## config.mk

```make
export PLATFORM = sky130hd
export DESIGN_NAME = scaler_scheduler_flat
export DESIGN_NICKNAME = d
export VERILOG_FILES = /design/src/rtl/scaler_scheduler_if.sv /design/src/rtl/scaler_scheduler.sv /design/src/flat_wrapper.sv
export SDC_FILE = /design/constraint.sdc
export NUM_CORES = 1
export LEC_CHECK = 0
export ABC_AREA = 1
export CAP_MARGIN = 10
export CORE_MARGIN = 8
export CORE_UTILIZATION = 36
export CTS_CLUSTER_SIZE = 16
export DETAILED_ROUTE_END_ITERATION = 6
export PLACE_DENSITY = 0.82
export RECOVER_POWER = 50
export SLEW_MARGIN = 30
export SYNTH_ARGS = -nofsm -noshare
export SYNTH_HDL_FRONTEND = slang
export SYNTH_SLANG_ARGS = --single-unit
export TNS_END_PERCENT = 20
```

## constraint.sdc

```tcl
create_clock -name clock -period 2.1 [get_ports clock]
set_input_delay 0.315 -clock clock [delete_from_list [all_inputs] [get_ports clock]]
set_output_delay 0.315 -clock clock [all_outputs]
set_load 0.01 [all_outputs]
```

## src/rtl/scaler_scheduler_if.sv

```systemverilog
// ---------------------------------------------------------------------------
// scaler_scheduler_if
// Command handshake between a command source and the scaler scheduler.
//   cmd_valid  : source has a command
//   cmd_ready  : scheduler can accept a command (only while idle)
//   cmd_mode   : engine index to run
//   cmd_width  : source image width
//   cmd_height : source image height
// master = command source, slave = scheduler.
// ---------------------------------------------------------------------------
interface scaler_scheduler_if;
  logic        cmd_valid;
  logic        cmd_ready;
  logic [2:0]  cmd_mode;
  logic [15:0] cmd_width;
  logic [15:0] cmd_height;

  modport master (
    output cmd_valid, cmd_mode, cmd_width, cmd_height,
    input  cmd_ready
  );

  modport slave (
    input  cmd_valid, cmd_mode, cmd_width, cmd_height,
    output cmd_ready
  );
endinterface

```

## src/rtl/scaler_scheduler.sv

```systemverilog
// ---------------------------------------------------------------------------
// scaler_scheduler
// Runs one of N_ENG scaling engines at a time on a shared ROM/RAM port pair.
// A command selects the engine and the image size; the scheduler holds every
// other engine in reset, muxes the selected engine onto the memory ports and
// waits for its done flag, guarded by a watchdog.
//
// Optional feature: define SCALER_CLEAR_FB_EN to zero the FB_WORDS-word
// framebuffer (one word per cycle) before the engine is released.
//
// Ports
//   clock, reset         : sole clock, synchronous active-high reset
//   cmd_if (slave)       : command handshake (valid/ready, mode, width, height)
//   cfg_width/cfg_height : latched dimensions, broadcast to the engines
//   eng_reset            : per-engine reset, 0 only for the running engine
//   eng_*                : packed per-engine memory requests and done flags
//   rom_addr, ram_*      : shared memory ports
//   busy, done, error    : status; done/error are one-cycle pulses
//
// States
//   IDLE  | waiting for a command, cmd_ready high
//   CLEAR | zeroing the framebuffer (SCALER_CLEAR_FB_EN only)
//   ARM   | one cycle with every engine still in reset
//   RUN   | selected engine out of reset and owns the memory ports
//   FIN   | done pulse, then back to IDLE
// ---------------------------------------------------------------------------
module scaler_scheduler #(
  parameter int N_ENG     = 4,
  parameter int WDOG_BITS = 24,
  parameter int FB_WORDS  = 307200
) (
  input  logic                 clock,
  input  logic                 reset,
  scaler_scheduler_if.slave    cmd_if,
  output logic [15:0]          cfg_width,
  output logic [15:0]          cfg_height,
  output logic [N_ENG-1:0]     eng_reset,
  input  logic [17*N_ENG-1:0]  eng_rom_addr,
  input  logic [19*N_ENG-1:0]  eng_ram_addr,
  input  logic [8*N_ENG-1:0]   eng_ram_data,
  input  logic [N_ENG-1:0]     eng_ram_wren,
  input  logic [N_ENG-1:0]     eng_done,
  output logic [16:0]          rom_addr,
  output logic [18:0]          ram_addr,
  output logic [7:0]           ram_data,
  output logic                 ram_wren,
  output logic                 busy,
  output logic                 done,
  output logic                 error
);

  typedef enum logic [2:0] {
    S_IDLE,
`ifdef SCALER_CLEAR_FB_EN
    S_CLEAR,
`endif
    S_ARM,
    S_RUN,
    S_FIN
  } state_e;

  // ram_addr is 19 bits wide, so one clear pass can cover at most 2**19 words.
  if (FB_WORDS < 1 || FB_WORDS > 524288) begin : g_fb_words_out_of_range
  end

  state_e                state_q, state_d;
  logic [2:0]            mode_q, mode_d;
  logic [15:0]           width_q, width_d;
  logic [15:0]           height_q, height_d;
  logic                  error_q, error_d;
  logic [WDOG_BITS-1:0]  wdog_q, wdog_d;
`ifdef SCALER_CLEAR_FB_EN
  logic [18:0]           clr_q, clr_d;
`endif

  logic                  cmd_ok;
  logic [N_ENG-1:0]      sel_onehot;
  logic [16:0]           sel_rom;
  logic [18:0]           sel_ram_addr;
  logic [7:0]            sel_ram_data;
  logic                  sel_wren;
  logic                  sel_done;

  // Slice of the engine named by the latched mode; only meaningful in RUN,
  // where mode_q is guaranteed to be a legal engine index.
  always_comb begin
    sel_onehot   = '0;
    sel_rom      = '0;
    sel_ram_addr = '0;
    sel_ram_data = '0;
    sel_wren     = 1'b0;
    sel_done     = 1'b0;
    for (int k = 0; k < N_ENG; k++) begin
      if (mode_q == 3'(k)) begin
        sel_onehot[k] = 1'b1;
        sel_rom       = eng_rom_addr[17*k +: 17];
        sel_ram_addr  = eng_ram_addr[19*k +: 19];
        sel_ram_data  = eng_ram_data[8*k +: 8];
        sel_wren      = eng_ram_wren[k];
        sel_done      = eng_done[k];
      end
    end
  end

  assign cmd_ok = (int'(cmd_if.cmd_mode) < N_ENG) &&
                  (cmd_if.cmd_width != 16'd0) && (cmd_if.cmd_height != 16'd0);

  always_comb begin
    state_d  = state_q;
    mode_d   = mode_q;
    width_d  = width_q;
    height_d = height_q;
    error_d  = 1'b0;
    wdog_d   = wdog_q;
`ifdef SCALER_CLEAR_FB_EN
    clr_d    = clr_q;
`endif
    case (state_q)
      S_IDLE: begin
        if (cmd_if.cmd_valid) begin
          mode_d   = cmd_if.cmd_mode;
          width_d  = cmd_if.cmd_width;
          height_d = cmd_if.cmd_height;
          if (cmd_ok) begin
`ifdef SCALER_CLEAR_FB_EN
            state_d = S_CLEAR;
            clr_d   = '0;
`else
            state_d = S_ARM;
`endif
          end else begin
            error_d = 1'b1;
          end
        end
      end
`ifdef SCALER_CLEAR_FB_EN
      S_CLEAR: begin
        if (clr_q == 19'(FB_WORDS - 1)) state_d = S_ARM;
        else                            clr_d   = clr_q + 19'd1;
      end
`endif
      S_ARM: begin
        wdog_d  = '0;
        state_d = S_RUN;
      end
      S_RUN: begin
        wdog_d = wdog_q + WDOG_BITS'(1);
        // The engine finishing wins over a watchdog expiry in the same cycle.
        if (sel_done) begin
          state_d = S_FIN;
        end else if (wdog_d == '1) begin
          error_d = 1'b1;
          state_d = S_IDLE;
        end
      end
      S_FIN:   state_d = S_IDLE;
      default: state_d = S_IDLE;
    endcase
  end

  always_ff @(posedge clock) begin
    if (reset) begin
      state_q  <= S_IDLE;
      mode_q   <= '0;
      width_q  <= '0;
      height_q <= '0;
      error_q  <= 1'b0;
      wdog_q   <= '0;
`ifdef SCALER_CLEAR_FB_EN
      clr_q    <= '0;
`endif
    end else begin
      state_q  <= state_d;
      mode_q   <= mode_d;
      width_q  <= width_d;
      height_q <= height_d;
      error_q  <= error_d;
      wdog_q   <= wdog_d;
`ifdef SCALER_CLEAR_FB_EN
      clr_q    <= clr_d;
`endif
    end
  end

  always_comb begin
    cmd_if.cmd_ready = (state_q == S_IDLE);
    busy       = (state_q != S_IDLE);
    done       = (state_q == S_FIN);
    error      = error_q;
    cfg_width  = width_q;
    cfg_height = height_q;
    eng_reset  = '1;
    rom_addr   = '0;
    ram_addr   = '0;
    ram_data   = '0;
    ram_wren   = 1'b0;
    if (state_q == S_RUN) begin
      eng_reset = ~sel_onehot;
      rom_addr  = sel_rom;
      ram_addr  = sel_ram_addr;
      ram_data  = sel_ram_data;
      ram_wren  = sel_wren;
    end
`ifdef SCALER_CLEAR_FB_EN
    if (state_q == S_CLEAR) begin
      ram_addr = clr_q;
      ram_wren = 1'b1;
    end
`endif
  end

endmodule

```

## src/flat_wrapper.sv

```systemverilog
// flat-port wrapper written by rule: the top's interface ports become plain ports
module scaler_scheduler_flat 
#(
  parameter int N_ENG     = 4,
  parameter int WDOG_BITS = 24,
  parameter int FB_WORDS  = 307200
)
  (clock, reset, cfg_width, cfg_height, eng_reset, eng_rom_addr, eng_ram_addr, eng_ram_data, eng_ram_wren, eng_done, rom_addr, ram_addr, ram_data, ram_wren, busy, done, error, cmd_if_cmd_valid, cmd_if_cmd_mode, cmd_if_cmd_width, cmd_if_cmd_height, cmd_if_cmd_ready);
  scaler_scheduler_if cmd_if_i ();
  input  logic clock;
  input  logic reset;
  output logic [15:0] cfg_width;
  output logic [15:0] cfg_height;
  output logic [N_ENG-1:0] eng_reset;
  input  logic [17*N_ENG-1:0] eng_rom_addr;
  input  logic [19*N_ENG-1:0] eng_ram_addr;
  input  logic [8*N_ENG-1:0] eng_ram_data;
  input  logic [N_ENG-1:0] eng_ram_wren;
  input  logic [N_ENG-1:0] eng_done;
  output logic [16:0] rom_addr;
  output logic [18:0] ram_addr;
  output logic [7:0] ram_data;
  output logic ram_wren;
  output logic busy;
  output logic done;
  output logic error;
  input wire logic [$bits(cmd_if_i.cmd_valid)-1:0] cmd_if_cmd_valid;
  input wire logic [$bits(cmd_if_i.cmd_mode)-1:0] cmd_if_cmd_mode;
  input wire logic [$bits(cmd_if_i.cmd_width)-1:0] cmd_if_cmd_width;
  input wire logic [$bits(cmd_if_i.cmd_height)-1:0] cmd_if_cmd_height;
  output wire logic [$bits(cmd_if_i.cmd_ready)-1:0] cmd_if_cmd_ready;
  assign cmd_if_i.cmd_valid = cmd_if_cmd_valid;
  assign cmd_if_i.cmd_mode = cmd_if_cmd_mode;
  assign cmd_if_i.cmd_width = cmd_if_cmd_width;
  assign cmd_if_i.cmd_height = cmd_if_cmd_height;
  assign cmd_if_cmd_ready = cmd_if_i.cmd_ready;
  scaler_scheduler #(.N_ENG(N_ENG), .WDOG_BITS(WDOG_BITS), .FB_WORDS(FB_WORDS)) u_core (.clock(clock), .reset(reset), .cmd_if(cmd_if_i), .cfg_width(cfg_width), .cfg_height(cfg_height), .eng_reset(eng_reset), .eng_rom_addr(eng_rom_addr), .eng_ram_addr(eng_ram_addr), .eng_ram_data(eng_ram_data), .eng_ram_wren(eng_ram_wren), .eng_done(eng_done), .rom_addr(rom_addr), .ram_addr(ram_addr), .ram_data(ram_data), .ram_wren(ram_wren), .busy(busy), .done(done), .error(error));
endmodule
```

==> flow_summary.yaml, run 1 <==
place:
  dp_hpwl_um: 18810
  postPlaceCellArea_um2: 8044
  pre_cts_ws_ns: -0.2668
  io_buffer_count: 306
  gp_congestion: 0.9349
sta:
  tightest_slew_ns: 0.6600
  fin_crit_ns: 2.295
  hold_viol_final: 0
  fmax_mhz: 435.7
  grt_setup_unrepaired: "true"
  period_share_pct: 109.3
  setup_ws_ns: -0.1951
  relSlewSlack_pct: 56.00
  maxSlewViolCount: 0
  setup_viol: 39
  fin_skew_ns: 0.009321
drt:
  drt-total-wl_um: 28130
  drtPass1Iterations: 6
  drtIter0Drc: 829
  drtAntennaViolNets: 0
  wl_per_cell_um: 22.69
  num_vias: 7011
  vias_per_cell: 5.654
  route.detailed.drc: 0
grt:
  antenna_found_initial: 0
  grt_max_degree: 33
  grt_overflow: 0
  grt_pass1_wl_um: 38140
  grt.total_usage_pct: 30.37
  grt_pass1_vias: 6668
power:
  p_seq_share_pct: 17.5
  swShare_pct: 40.71
  power.density_nw_per_um2: 915.5
  vdd_drop_max_mv: 0.7870
  p_switching_uw: 3506
  pwr-share-comb_pct: 64.0
  power_leakage_uw: 0.003694
  clock_power_share_pct: 18.5
  internal_power_uw: 5105
synth:
  synth_compound_area_share_pct: 26.30
  syn_avg_cell_area_um2: 6.334
  synth_top_family_by_area: "simple AND/OR/NAND/NOR gates"
  synth_xor_area_share_pct: 1.349
  synthArstFlopShare_pct: 0
  syn-num-nets: 931
  synthesis.area_um2: 4453
  synth-main-ff-cell: "dfxtp_1"
  synth.distinct_cells: 31
  syn_inst: 703
  ys_seq_elements: 62
  synth_simple_gate_area_share_pct: 35.12
  synth_edf_count: 0
  yosysWarnings: 0
  synthMuxAreaShare_pct: 0
  ys_seq_area_share_pct: 27.87
  synth_fa_ha_area_share_pct: 1.686
finish:
  mostFrequentLayoutCells: "clkdlybuf4s50_1, nor2_1, nand2_1"
  postLayoutCellArea_um2: 9405
  area_delta_synth_final_pct: 111.2
  diodes: 0
  fin_nets: 1295
  layout_commonest_cell: "clkdlybuf4s50_1"
  layout.filler_cells: 806
  final_layout_size_suffix_gt1_share_pct: 25.09
worst_hold_path:
  hold_end: "u_core.cfg_width[2]"
  holdPathStages: 2
  hold_path.class: "register to register"
  min_from: "u_core.cfg_width[2]"
critical_path:
  r2r_setup_slack_ns: 0.02
  worstPathMaxFanout: 14
  cp_slowest_cell: "o31ai_1"
  worstPathRequired_ns: 1.78
  cp_top_family: "buffers and inverters"
  reg2reg_to: "u_core.state_q[1]"
  cp-start-kind: "register"
  critPathCaptureType: "primary output"
  rr_startpoint: "u_core.wdog_q[10]"
  crit_buf_inv: 5
  r2r_cells: 16
  cp_common_cell: "inv_4"
  path_class: "register to primary output"
  critPathMaxStageDelay_ns: 0.38
  crit_chain: "inv_4 -> nand3_4 -> inv_4 -> buf_4 -> buf_12 -> a221oi_1 -> o31ai_1 -> buf_2"
  cp.arrival_ns: 1.98
floorplan:
  floorplan.rows: 40
  die_h_um: 127.2
  num_io_pins: 307
  dieArea_um2: 16180
  core_area_um2: 12060
  die_x_um: 127.2
  initial_utilization_pct: 36.92
clocking:
  cts_buffers: 9
  ctsHoldBuffers: 0
  insertion_delay_ns: 0.34
  cts_tree: "built"
  clockRootBuffer: "clkbuf_16"
  htree_num_levels: 3
  cts_buffer_depth: 2
  clk_pin_slew_ns: 0.06
  cts_sinks: 62
flow_run:
  drv_cap: 0
status:
  violations: "setup timing"
  outcome: "finished with violations"
-- registers in the layout (all words and copies together) (netlist names) --
register and flops:
u_core.cfg_height 16, u_core.wdog_q 24, u_core.state_q 2, u_core.error 1, u_core.cfg_width 16, u_core.mode_q 3
-- synthesized netlist by cell type (all sizes together) (5+ instances only) --
cell,n,share of area [%]
inv,41,3.5
ha,6,1.7
nor2,140,13
clkbuf,44,3.7
a21oi,46,5.2
dfxtp,62,28
nand2,130,11
a22oi,8,1.3
o31ai,37,6.2
buf,6,0.51
o21ai,51,5.7
a221oi,37,7.3
nand4,5,0.70
nor4,8,1.1
nand3,65,7.5
-- logic make-up (layout without fill, tap and decap cells) --
group           Yosys count  in the layout
simple gates            356            356
compound gates          182            182
buf+inv                  91            460
flops                    62             62
fa+ha+maj                 6              6
xor+xnor                  6              6
-- final cells by class --
class                   count  area, um2  share of cell area, %
clock buffers              11      232.7                  2.474
clock inverters             5      83.83                 0.8913
inverters                  41      166.4                  1.769
multi-input cells         550       3466                  36.85
flip-flops and latches     62       1267                  13.48
well taps                 168      210.2                  2.235
repair buffers            403       3979                  42.30
-- worst max path at each step --
stage | start | end | slack [ns] | cells after the start
3_3_place_gp | u_core.mode_q[2] | ram_addr[3] | -0.23 | 6
6_report | u_core.mode_q[0] | ram_data[7] | -0.20 | 8
5_1_grt | u_core.mode_q[2] | ram_data[7] | -0.20 | 6
3_5_place_dp | u_core.mode_q[0] | rom_addr[14] | -0.27 | 7
4_1_cts | u_core.mode_q[0] | ram_addr[3] | -0.14 | 8
2_1_floorplan | u_core.state_q[0] | ram_addr[11] | 0.21 | 6
-- metal layers --
metal  GRT usage (%)  wire, um  part of all wire [%]  up-vias
met5               0         0                     0        -
met4           15.68      1750                   6.2        0
met3           10.40      2748                   9.8      126
met2           53.41     14250                    51      484
met1           31.55      9384                    33     3212
li1                -         -                     -     3189
-- through the flow --
stage,utilization (%),hold WS [ns],power (uW),std cells,setup TNS [ns]
2_1_floorplan,-,0.4682,3291,703,0
3_3_place_gp,66.69,0.4604,5464,1181,-3.690
3_5_place_dp,66.69,0.4698,5503,1181,-5.293
4_1_cts,73.57,0.4828,7977,1219,-2.935
5_1_grt,77.98,0.4972,8944,1240,-5.493
6_report,77.98,0.4761,8611,1240,-2.924
-- worst register-to-register path: stages (launching register included) --
cell,delay (ns)
dfxtp_1,0.41
nand2_1,0.13
nor2_1,0.16
nand2_1,0.11
nor2_4,0.12
buf_4,0.12
nand2_1,0.05
nand2_1,0.08
nand2_1,0.06
nor2_1,0.12
nand2_1,0.07
nor2_2,0.11
nand2_1,0.08
nand2_2,0.12
nand3_2,0.09
nand2_1,0.09
nor2_1,0.05
-- power groups by stage --
stage / registers [uW] / clock network (uW) / logic [uW]
finish: 1510 / 1590 / 5510
global route: 1530 / 1670 / 5750
CTS: 1500 / 1600 / 4880
detailed placement: 1500 / 0 / 4000
global placement: 1490 / 0 / 3970
floorplan: 1580 / 0 / 1710
-- what timing repair did --
action	CTS	global route
endpoints found under the hold margin	0	0
endpoints found under the setup margin	49	50
cloned	8	2
pin swaps	18	40
buffers inserted	14	24
resized for setup	268	111
No activity file was read; power rests on OpenSTA's default activity.
==> run 2: changes to the inputs <==
PLACE_DENSITY = 0.89   (was 0.82)
==> flow_summary.yaml, run 2 (same netlist as run 1, synthesis figures left out) <==
floorplan:
  die_x_um: 127.2
  floorplan.rows: 40
  initial_utilization_pct: 36.92
  num_io_pins: 307
  dieArea_um2: 16180
  core_area_um2: 12060
  die_h_um: 127.2
sta:
  fmax_mhz: 425.6
  period_share_pct: 111.9
  tightest_slew_ns: 0.4721
  relSlewSlack_pct: 68.52
  fin_skew_ns: 0.006418
  setup_ws_ns: -0.2497
  hold_viol_final: 0
  fin_crit_ns: 2.350
  maxSlewViolCount: 0
  grt_setup_unrepaired: "true"
  setup_viol: 35
grt:
  grt_max_degree: 30
  antenna_found_initial: 1
  grt.total_usage_pct: 30.45
  grt_overflow: 0
  grt_pass1_wl_um: 38140
  grt_pass1_vias: 6963
finish:
  area_delta_synth_final_pct: 100.9
  mostFrequentLayoutCells: "clkdlybuf4s50_1, nor2_1, nand2_1"
  fin_nets: 1279
  layout_commonest_cell: "clkdlybuf4s50_1"
  final_layout_size_suffix_gt1_share_pct: 20.17
  largest_reg_flops: 24
  diodes: 0
  top_register: "u_core.wdog_q"
  final_util_pct: 74.17
critical_path:
  critPathCaptureType: "primary output"
  crit_chain: "inv_2 -> nand3_2 -> inv_2 -> buf_12 -> buf_12 -> a221oi_2 -> o31ai_1 -> clkdlybuf4s15_1"
  cp_top_family: "buffers and inverters"
  crit_buf_inv: 5
  cp.arrival_ns: 2.03
  critPathMaxStageDelay_ns: 0.40
  cp-start-kind: "register"
  path_class: "register to primary output"
  cp_slowest_cell: "a221oi_2"
  worstPathRequired_ns: 1.78
  rr_startpoint: "u_core.wdog_q[1]"
  crit_start: "u_core.mode_q[2]"
  r2r_setup_slack_ns: 0.04
  worstPathMaxFanout: 11
clocking:
  htree_num_levels: 3
  insertion_delay_ns: 0.33
  cts_buffer_depth: 2
  clockRootBuffer: "clkbuf_16"
  cts_sinks: 62
  clk_pin_slew_ns: 0.05
  ctsHoldBuffers: 0
  cts_buffers: 9
  cts_tree: "built"
worst_hold_path:
  min_from: "u_core.cfg_width[5]"
  hold_path.class: "register to register"
power:
  vdd_drop_max_mv: 0.7333
  p_total_uw: 8107
  power.density_nw_per_um2: 906.2
  power_leakage_uw: 0.003486
status:
  violations: "setup timing"
  outcome: "finished with violations"
place:
  pre_cts_ws_ns: -0.4576
  gp_congestion: 0.9479
  dp_hpwl_um: 19370
  io_buffer_count: 306
drt:
  drtIter0Drc: 728
  route.detailed.drc: 0
  vias_per_cell: 5.661
  drt-total-wl_um: 27200
  drtPass1Iterations: 6
  drtAntennaViolNets: 0
  wl_per_cell_um: 22.22
  num_vias: 6929
flow_run:
  drv_cap: 0
-- run 2: layer usage --
layer,up-vias,global-route usage [%],wire [um]
met5,-,0,11
met4,2,23.09,2386
met3,129,9.692,2784
met2,480,51.97,12900
met1,3171,30.69,9118
li1,3147,-,-
-- run 2: area by class of cell --
class                      instances  area [um2]
tap                              168       210.2
clock inverter                     5       106.4
clock buffer                      11       242.7
fill                             844        3115
multi-input combinational        550        3228
timing repair buffer             386        3732
sequential                        62        1252
timing repair inverter             1       7.507
inverter                          41       166.4
-- run 2: where the power goes --
group / internal [uW] / switching (uW) / leakage [uW]
logic: 2290 / 2580 / 0.00281
registers: 1380 / 128 / 0.000510
clock network: 1190 / 533 / 0.000166
total: 4870 / 3240 / 0.00349
-- run 2: repair_timing --
| action | CTS | global route |
|---|---|---|
| gates resized for setup | 219 | 83 |
| pin swaps | 12 | 14 |
| setup buffers | 11 | 8 |
| cloned | 4 | 0 |
| setup endpoints to repair | 51 | 50 |
-- run 2: final timing paths --
kind	end	cells after the start
worst max-delay path	ram_addr[2]	8
worst min register to register	u_core.cfg_width[5]	2
worst max register to register	u_core.state_q[1]	16
worst min-delay path	u_core.cfg_width[5]	2
-- run 2: stage by stage --
step	std cells	setup TNS [ns]	instance area (um2)	hold WS (ns)
3_3_place_gp	1186	-7.525	8082	0.4597
3_5_place_dp	1186	-9.824	8082	0.4728
5_1_grt	1224	-5.196	8946	0.5029
6_report	1224	-3.170	8946	0.4757
2_1_floorplan	703	0	4453	0.4682
4_1_cts	1216	-3.428	8723	0.4843
-- run 2: tightest hold or removal path, stage by stage (launching register included) --
cell	delay, ns
dfxtp_1	0.32
nor2_1	0.04
nor2_1	0.08
